<file path="config.mk">
export PLATFORM = sky130hd
export DESIGN_NAME = jk_bank_sequencer_flat
export DESIGN_NICKNAME = d
export VERILOG_FILES = /design/src/rtl/jk_bank_sequencer_if.sv /design/src/rtl/jk_bank_sequencer.sv /design/src/flat_wrapper.sv
export SDC_FILE = /design/constraint.sdc
export NUM_CORES = 1
export LEC_CHECK = 0
export ABC_AREA = 0
export CAP_MARGIN = 40
export CORE_MARGIN = 3
export CORE_UTILIZATION = 35
export CTS_BUF_LIST = sky130_fd_sc_hd__clkbuf_8
export DETAILED_ROUTE_END_ITERATION = 8
export MAX_ROUTING_LAYER = met4
export PLACE_DENSITY_LB_ADDON = 0.25
export SLEW_MARGIN = 10
export SYNTH_ARGS = -nofsm -noshare
export SYNTH_HDL_FRONTEND = slang
export SYNTH_SLANG_ARGS = --single-unit
</file>
<file path="constraint.sdc">
create_clock -name clk -period 2.7 [get_ports clk]
set_clock_uncertainty 0.2 [all_clocks]
set_input_delay 0.27 -clock clk [delete_from_list [all_inputs] [get_ports clk]]
set_output_delay 0.27 -clock clk [all_outputs]
set_load 0.05 [all_outputs]
</file>
<file path="src/rtl/jk_bank_sequencer_if.sv">
// Command handshake and bank observation bundle for jk_bank_sequencer.
// Host drives the command fields; the sequencer reports bank state and status.
interface jk_bank_sequencer_if #(
  parameter int WIDTH = 4,
  parameter int CNT_W = 8
);
  logic             cmd_valid;
  logic             cmd_ready;
  logic [2:0]       cmd_op;
  logic [WIDTH-1:0] cmd_mask;
  logic [CNT_W-1:0] cmd_count;
  logic [WIDTH-1:0] q;
  logic [WIDTH-1:0] jk_j;
  logic [WIDTH-1:0] jk_k;
  logic             busy;
  logic             done;
  logic             err;

  modport master (
    output cmd_valid, cmd_op, cmd_mask, cmd_count,
    input  cmd_ready, q, jk_j, jk_k, busy, done, err
  );

  modport slave (
    input  cmd_valid, cmd_op, cmd_mask, cmd_count,
    output cmd_ready, q, jk_j, jk_k, busy, done, err
  );
endinterface

</file>
<file path="src/rtl/jk_bank_sequencer.sv">
// Command-driven sequencer owning a bank of JK flip-flops.
// Masked clear/set/toggle or up/down count runs, one command at a time.
module jk_bank_sequencer #(
  parameter int WIDTH = 4,
  parameter int CNT_W = 8
) (
  input logic                clk,
  input logic                rst,
  jk_bank_sequencer_if.slave bus
);

  typedef enum logic [1:0] {
    IDLE,
    APPLY,
    COUNT,
    DONE
  } state_t;

  state_t           state;
  state_t           nxt;
  logic [2:0]       op_r;
  logic [WIDTH-1:0] mask_r;
  logic [WIDTH-1:0] q_r;
  logic [WIDTH-1:0] j;
  logic [WIDTH-1:0] k;
  logic [CNT_W-1:0] rem;
  logic             accept;
  logic             in_cnt;
  logic             down;
  logic             run;

  assign bus.cmd_ready = (state == IDLE) & ~rst;
  assign accept = bus.cmd_valid & bus.cmd_ready;
  assign in_cnt = (bus.cmd_op == 3'd4) | (bus.cmd_op == 3'd5);
  assign down = (op_r == 3'd5);

  always_comb begin
    nxt = state;
    j   = '0;
    k   = '0;
    run = 1'b1;
    case (state)
      IDLE: begin
        if (accept) begin
          if (!in_cnt)
            nxt = APPLY;
          else if (bus.cmd_count != '0)
            nxt = COUNT;
          else
            nxt = DONE;
        end
      end
      APPLY: begin
        unique case (1'b1)
          (op_r == 3'd1): k = mask_r;
          (op_r == 3'd2): j = mask_r;
          (op_r == 3'd3): begin
            j = mask_r;
            k = mask_r;
          end
          default: ;
        endcase
        nxt = DONE;
      end
      COUNT: begin
        // Ripple carry/borrow: bit i toggles when all lower bits are 1 (0).
        for (int i = 0; i < WIDTH; i++) begin
          j[i] = run;
          k[i] = run;
          run  = down ? (run & ~q_r[i]) : (run & q_r[i]);
        end
        if (rem == CNT_W'(1))
          nxt = DONE;
      end
      DONE: nxt = IDLE;
      default: nxt = IDLE;
    endcase
  end

  always_ff @(posedge clk) begin
    if (rst) begin
      state  <= IDLE;
      q_r    <= '0;
      op_r   <= '0;
      mask_r <= '0;
      rem    <= '0;
    end else begin
      state <= nxt;
      q_r   <= (j & ~q_r) | (~k & q_r);
      if (accept) begin
        op_r   <= bus.cmd_op;
        mask_r <= bus.cmd_mask;
        rem    <= bus.cmd_count;
      end else if (state == COUNT) begin
        rem <= rem - CNT_W'(1);
      end
    end
  end

  assign bus.q    = q_r;
  assign bus.jk_j = j;
  assign bus.jk_k = k;
  assign bus.busy = (state != IDLE);
  assign bus.done = (state == DONE);
  assign bus.err  = (state == DONE) & op_r[2] & op_r[1];

endmodule
</file>
<file path="src/flat_wrapper.sv">
// flat-port wrapper written by rule: the top's interface ports become plain ports
module jk_bank_sequencer_flat 
#(
  parameter int WIDTH = 4,
  parameter int CNT_W = 8
)
  (clk, rst, bus_cmd_valid, bus_cmd_op, bus_cmd_mask, bus_cmd_count, bus_cmd_ready, bus_q, bus_jk_j, bus_jk_k, bus_busy, bus_done, bus_err);
  jk_bank_sequencer_if #(.WIDTH(WIDTH), .CNT_W(CNT_W)) bus_i ();
  input logic clk;
  input logic rst;
  input wire logic [$bits(bus_i.cmd_valid)-1:0] bus_cmd_valid;
  input wire logic [$bits(bus_i.cmd_op)-1:0] bus_cmd_op;
  input wire logic [$bits(bus_i.cmd_mask)-1:0] bus_cmd_mask;
  input wire logic [$bits(bus_i.cmd_count)-1:0] bus_cmd_count;
  output wire logic [$bits(bus_i.cmd_ready)-1:0] bus_cmd_ready;
  output wire logic [$bits(bus_i.q)-1:0] bus_q;
  output wire logic [$bits(bus_i.jk_j)-1:0] bus_jk_j;
  output wire logic [$bits(bus_i.jk_k)-1:0] bus_jk_k;
  output wire logic [$bits(bus_i.busy)-1:0] bus_busy;
  output wire logic [$bits(bus_i.done)-1:0] bus_done;
  output wire logic [$bits(bus_i.err)-1:0] bus_err;
  assign bus_i.cmd_valid = bus_cmd_valid;
  assign bus_i.cmd_op = bus_cmd_op;
  assign bus_i.cmd_mask = bus_cmd_mask;
  assign bus_i.cmd_count = bus_cmd_count;
  assign bus_cmd_ready = bus_i.cmd_ready;
  assign bus_q = bus_i.q;
  assign bus_jk_j = bus_i.jk_j;
  assign bus_jk_k = bus_i.jk_k;
  assign bus_busy = bus_i.busy;
  assign bus_done = bus_i.done;
  assign bus_err = bus_i.err;
  jk_bank_sequencer #(.WIDTH(WIDTH), .CNT_W(CNT_W)) u_core (.clk(clk), .rst(rst), .bus(bus_i));
endmodule
</file>
==> flow_summary.html <==
<table>
<tr><th>Metric</th><th>Value</th></tr>
<tr><th colspan="2">Timing</th></tr>
<tr><td>Final count of negative-setup-slack endpoints</td><td>0</td></tr>
<tr><td>Final number of max-transition violations</td><td>0</td></tr>
<tr><td>Final-report hold violation count</td><td>0</td></tr>
<tr><td>Relative max-transition margin</td><td>0.664</td></tr>
<tr><td>Period utilization</td><td>0.921</td></tr>
<tr><td>Pin slew with the least headroom to its limit</td><td>0.503 ns</td></tr>
<tr><td>Maximum frequency from static timing analysis</td><td>402 MHz</td></tr>
<tr><td>Unrepaired setup endpoints after global routing</td><td>no</td></tr>
<tr><td>Post-route minimum period</td><td>2.49 ns</td></tr>
<tr><td>Setup slack after layout</td><td>0.213 ns</td></tr>
<tr><th colspan="2">Routing</th></tr>
<tr><td>First drt pass iteration count</td><td>2</td></tr>
<tr><td>Avg WL per Cell</td><td>13.9 um</td></tr>
<tr><td>Number of vias after detailed routing</td><td>1,211</td></tr>
<tr><td>Count of routing violations after the opening detailed-route iteration</td><td>30</td></tr>
<tr><td>Final Routed Wirelength</td><td>3180 um</td></tr>
<tr><td>Vias per inst</td><td>5.31</td></tr>
<tr><td>Post-route antenna net violation count</td><td>0</td></tr>
<tr><td>DRC violations left</td><td>0</td></tr>
<tr><th colspan="2">Logic synthesis</th></tr>
<tr><td>Number of synthesized register bits</td><td>21</td></tr>
<tr><td>Synthesized netlist cell count</td><td>149</td></tr>
<tr><td>Net count of the mapped netlist</td><td>173</td></tr>
<tr><td>Main flop type after synthesis</td><td>dfxtp_1</td></tr>
<tr><td>Mapped cell area</td><td>0.00127 mm^2</td></tr>
<tr><td>Average footprint of a synthesized cell</td><td>8.53 um^2</td></tr>
<tr><td>Sequential-to-total area share from yosys stat</td><td>0.331</td></tr>
<tr><td>Number of enable-type register cells in the synthesized netlist</td><td>0</td></tr>
<tr><td>Post-synthesis async set-or-reset flop share</td><td>0</td></tr>
<tr><td>Synthesis warning total</td><td>0</td></tr>
<tr><td>Number of library cell types mapped by synthesis</td><td>44</td></tr>
<tr><th colspan="2">Power</th></tr>
<tr><td>Worst ir drop on vdd</td><td>0.000361 V</td></tr>
<tr><td>Areal power density over the cells</td><td>739 mW/mm^2</td></tr>
<tr><td>Total Power Consumption</td><td>1290 uW</td></tr>
<tr><td>Leakage power of the design</td><td>0.000679 uW</td></tr>
<tr><th colspan="2">Global route</th></tr>
<tr><td>Sum of overflow across all layers after global routing</td><td>0</td></tr>
<tr><td>Global-route wire length before repair</td><td>5350 um</td></tr>
<tr><td>Initial antenna violation count</td><td>0</td></tr>
<tr><td>Total routing usage reported by global routing</td><td>0.161</td></tr>
<tr><td>Number of global-route vias before repair</td><td>1,175</td></tr>
<tr><td>Maximum number of pins on one net before global-route repair</td><td>18</td></tr>
<tr><th colspan="2">Flow run</th></tr>
<tr><td>Max-capacitance violation count</td><td>0</td></tr>
<tr><th colspan="2">Worst setup path</th></tr>
<tr><td>Critical Path RT</td><td>2.23 ns</td></tr>
<tr><td>Endpoint of the worst-slack reg-to-reg timing path</td><td>u_core.rem[3]</td></tr>
<tr><td>Worst-path fanout max</td><td>15</td></tr>
<tr><td>Type of the worst setup path</td><td>reg2out</td></tr>
<tr><td>WP data arrival</td><td>2.02 ns</td></tr>
<tr><td>Slack of the worst reg-to-reg path</td><td>0.42 ns</td></tr>
<tr><td>Reg2Reg Depth</td><td>5</td></tr>
<tr><td>Worst setup EP type</td><td>output port</td></tr>
<tr><td>Worst reg2reg startpoint</td><td>u_core.state[0]</td></tr>
<tr><td>CP Launch Type</td><td>flop</td></tr>
<tr><th colspan="2">Place</th></tr>
<tr><td>Final RePlAce weighted congestion</td><td>0.813</td></tr>
<tr><td>Post-DP HPWL</td><td>2490 um</td></tr>
<tr><td>Port buffer count</td><td>33</td></tr>
<tr><td>Worst Setup Slack post-DPL</td><td>0.290 ns</td></tr>
<tr><th colspan="2">CTS</th></tr>
<tr><td>CTS tree</td><td>built</td></tr>
<tr><td>Number of CTS-inserted buffers</td><td>3</td></tr>
<tr><td>CTS Hold Buffers Added</td><td>0</td></tr>
<tr><td>Post-CTS Resized</td><td>0</td></tr>
<tr><td>Post CTS Setup Buffer Count</td><td>0</td></tr>
<tr><td>Clock insertion delay at the later pin of the skew report</td><td>0.26 ns</td></tr>
<tr><td>Deepest clock path buffer count</td><td>2</td></tr>
<tr><td>CTS Root Cell</td><td>clkbuf_8</td></tr>
<tr><td>Count of H-tree levels built during CTS</td><td>1</td></tr>
<tr><td>CTS clk-pin slew, worst paths</td><td>0.08 ns</td></tr>
<tr><td>Number of sinks driven by the clock tree</td><td>21</td></tr>
<tr><th colspan="2">Floorplanning</th></tr>
<tr><td>Core Region</td><td>0.00342 mm^2</td></tr>
<tr><td># IOs</td><td>34</td></tr>
<tr><td>Std cell rows</td><td>21</td></tr>
<tr><td>Die W</td><td>66.3 um</td></tr>
<tr><td>Die boundary height</td><td>66.3 um</td></tr>
<tr><td>Die outline area</td><td>0.00439 mm^2</td></tr>
<tr><td>Initial Utilization</td><td>0.372</td></tr>
<tr><th colspan="2">Final layout</th></tr>
<tr><td>Share of the core filled with cells</td><td>0.510</td></tr>
<tr><td>P&amp;R area growth vs syn</td><td>37.0%</td></tr>
<tr><td>Total Nets Final</td><td>207</td></tr>
<tr><td>Share of cells above drive strength 1</td><td>0.137</td></tr>
<tr><td>Number of diodes added for antenna fixing</td><td>0</td></tr>
<tr><td>Total of fill cells in the finished design</td><td>327</td></tr>
<tr><th colspan="2">Min path</th></tr>
<tr><td>Number of cells on the worst hold path</td><td>2</td></tr>
<tr><td>Worst min-delay path class</td><td>reg2reg</td></tr>
<tr><td>Beginning of the worst hold path</td><td>u_core.mask_r[0]</td></tr>
<tr><td>Destination of the worst hold path</td><td>u_core.mask_r[0]</td></tr>
<tr><th colspan="2">Status</th></tr>
<tr><td>Status</td><td>finished clean</td></tr>
</table>
final cells by class:
| type | instances | area (um^2) | area share |
|---|---|---|---|
| Timing Repair Buffer | 36 | 393 | 0.226 |
| Tap cell | 46 | 57.6 | 0.0330 |
| Sequential cell | 21 | 420 | 0.241 |
| Inverter | 6 | 22.5 | 0.0129 |
| Multi-Input combinational cell | 115 | 803 | 0.461 |
| Clock buffer | 3 | 41.3 | 0.0237 |
| Clock inverter | 1 | 3.75 | 0.00216 |
power by group:
| group | switching, uW | total (uW) | internal (uW) |
|---|---|---|---|
| Combinational | 350 | 609 | 260 |
| Sequential | 85.1 | 471 | 386 |
| Clock | 105 | 207 | 102 |
layer usage:
metal	global-route usage	share of wire	wire (um)	vias up
met5	-	0	0	-
met4	0.0685	0.019	59	0
met1	0.198	0.46	1480	577
li1	-	-	-	608
met2	0.250	0.49	1550	18
met3	0.0391	0.029	92	8
kinds of logic after synthesis:
logic type                 synth area share
and+or+nand+nor                       0.310
AOI/OAI and AO/OA                     0.195
DFF                                   0.331
buffers and inverters                0.0394
xor gates and xnor gates             0.0413
adders and majority gates            0.0591
muxes                                0.0246
metrics by stage:
stage / cells / hold slack [ns] / setup TNS, ns / cell area [um^2]
after global placement: 224 / 0.280 / 0 / 1690
after floorplan: 149 / 0.169 / -0.109 / 1270
final: 228 / 0.292 / 0 / 1740
after global routing: 228 / 0.329 / 0 / 1740
after CTS: 228 / 0.292 / 0 / 1740
after detailed placement: 224 / 0.278 / 0 / 1690
cells in the mapped netlist, drive strengths merged, types with 2 or more instances:
cell / count / area share
nor3: 2 / 0.0079
ha: 6 / 0.059
nor2b: 3 / 0.015
nand4: 3 / 0.015
nand2b: 4 / 0.020
o2bb2ai: 2 / 0.014
dfxtp: 21 / 0.33
nor4: 3 / 0.015
or3: 2 / 0.011
a21oi: 3 / 0.012
xor2: 2 / 0.014
a41o: 2 / 0.016
a311oi: 3 / 0.021
o21ai: 4 / 0.016
a31oi: 2 / 0.0098
a211oi: 6 / 0.035
xnor2: 4 / 0.028
inv: 6 / 0.018
clkbuf: 6 / 0.018
nor2: 11 / 0.032
a21boi: 3 / 0.018
nand2: 21 / 0.064
nand3b: 10 / 0.059
o41ai: 2 / 0.034
mux2i: 2 / 0.016
worst max-delay path by stage:
stage	startpoint	endpoint	slack, ns	cells after the start
after CTS	u_core.state[0]	bus_jk_j[3]	0.09	6
after global routing	u_core.state[0]	bus_jk_k[2]	0.05	6
final	u_core.state[0]	bus_jk_k[2]	0.21	6
after detailed placement	u_core.state[0]	u_core.rem[3]	0.29	5
after floorplan	u_core.state[0]	bus_jk_j[3]	-0.05	6
after global placement	u_core.state[0]	u_core.rem[3]	0.41	5
cell usage in the layout (no fill, tap or decap), types with 4 or more instances in the layout:
cell type        instances
a211oi_1                 6
buf_12                   5
buf_4                    7
clkdlybuf4s50_1         24
dfxtp_1                 21
ha_1                     5
inv_1                    7
nand2_1                 20
nand2b_1                 4
nand3b_1                10
nor2_1                  11
o21ai_0                  4
xnor2_1                  4
sequential cells by signal, indices dropped and copies added (netlist names):
name	flops
u_core.rem	8
u_core.mask_r	4
u_core.state	2
u_core.bus.q	4
u_core.op_r	3
worst max-delay path, stage by stage, from the launching register on:
cell and delay [ns]:
dfxtp_1 0.36, inv_1 0.09, ha_1 0.53, nand4_1 0.14
mux2i_1 0.25, a41o_1 0.21, buf_12 0.16
No activity file was read; power rests on OpenSTA's default activity.
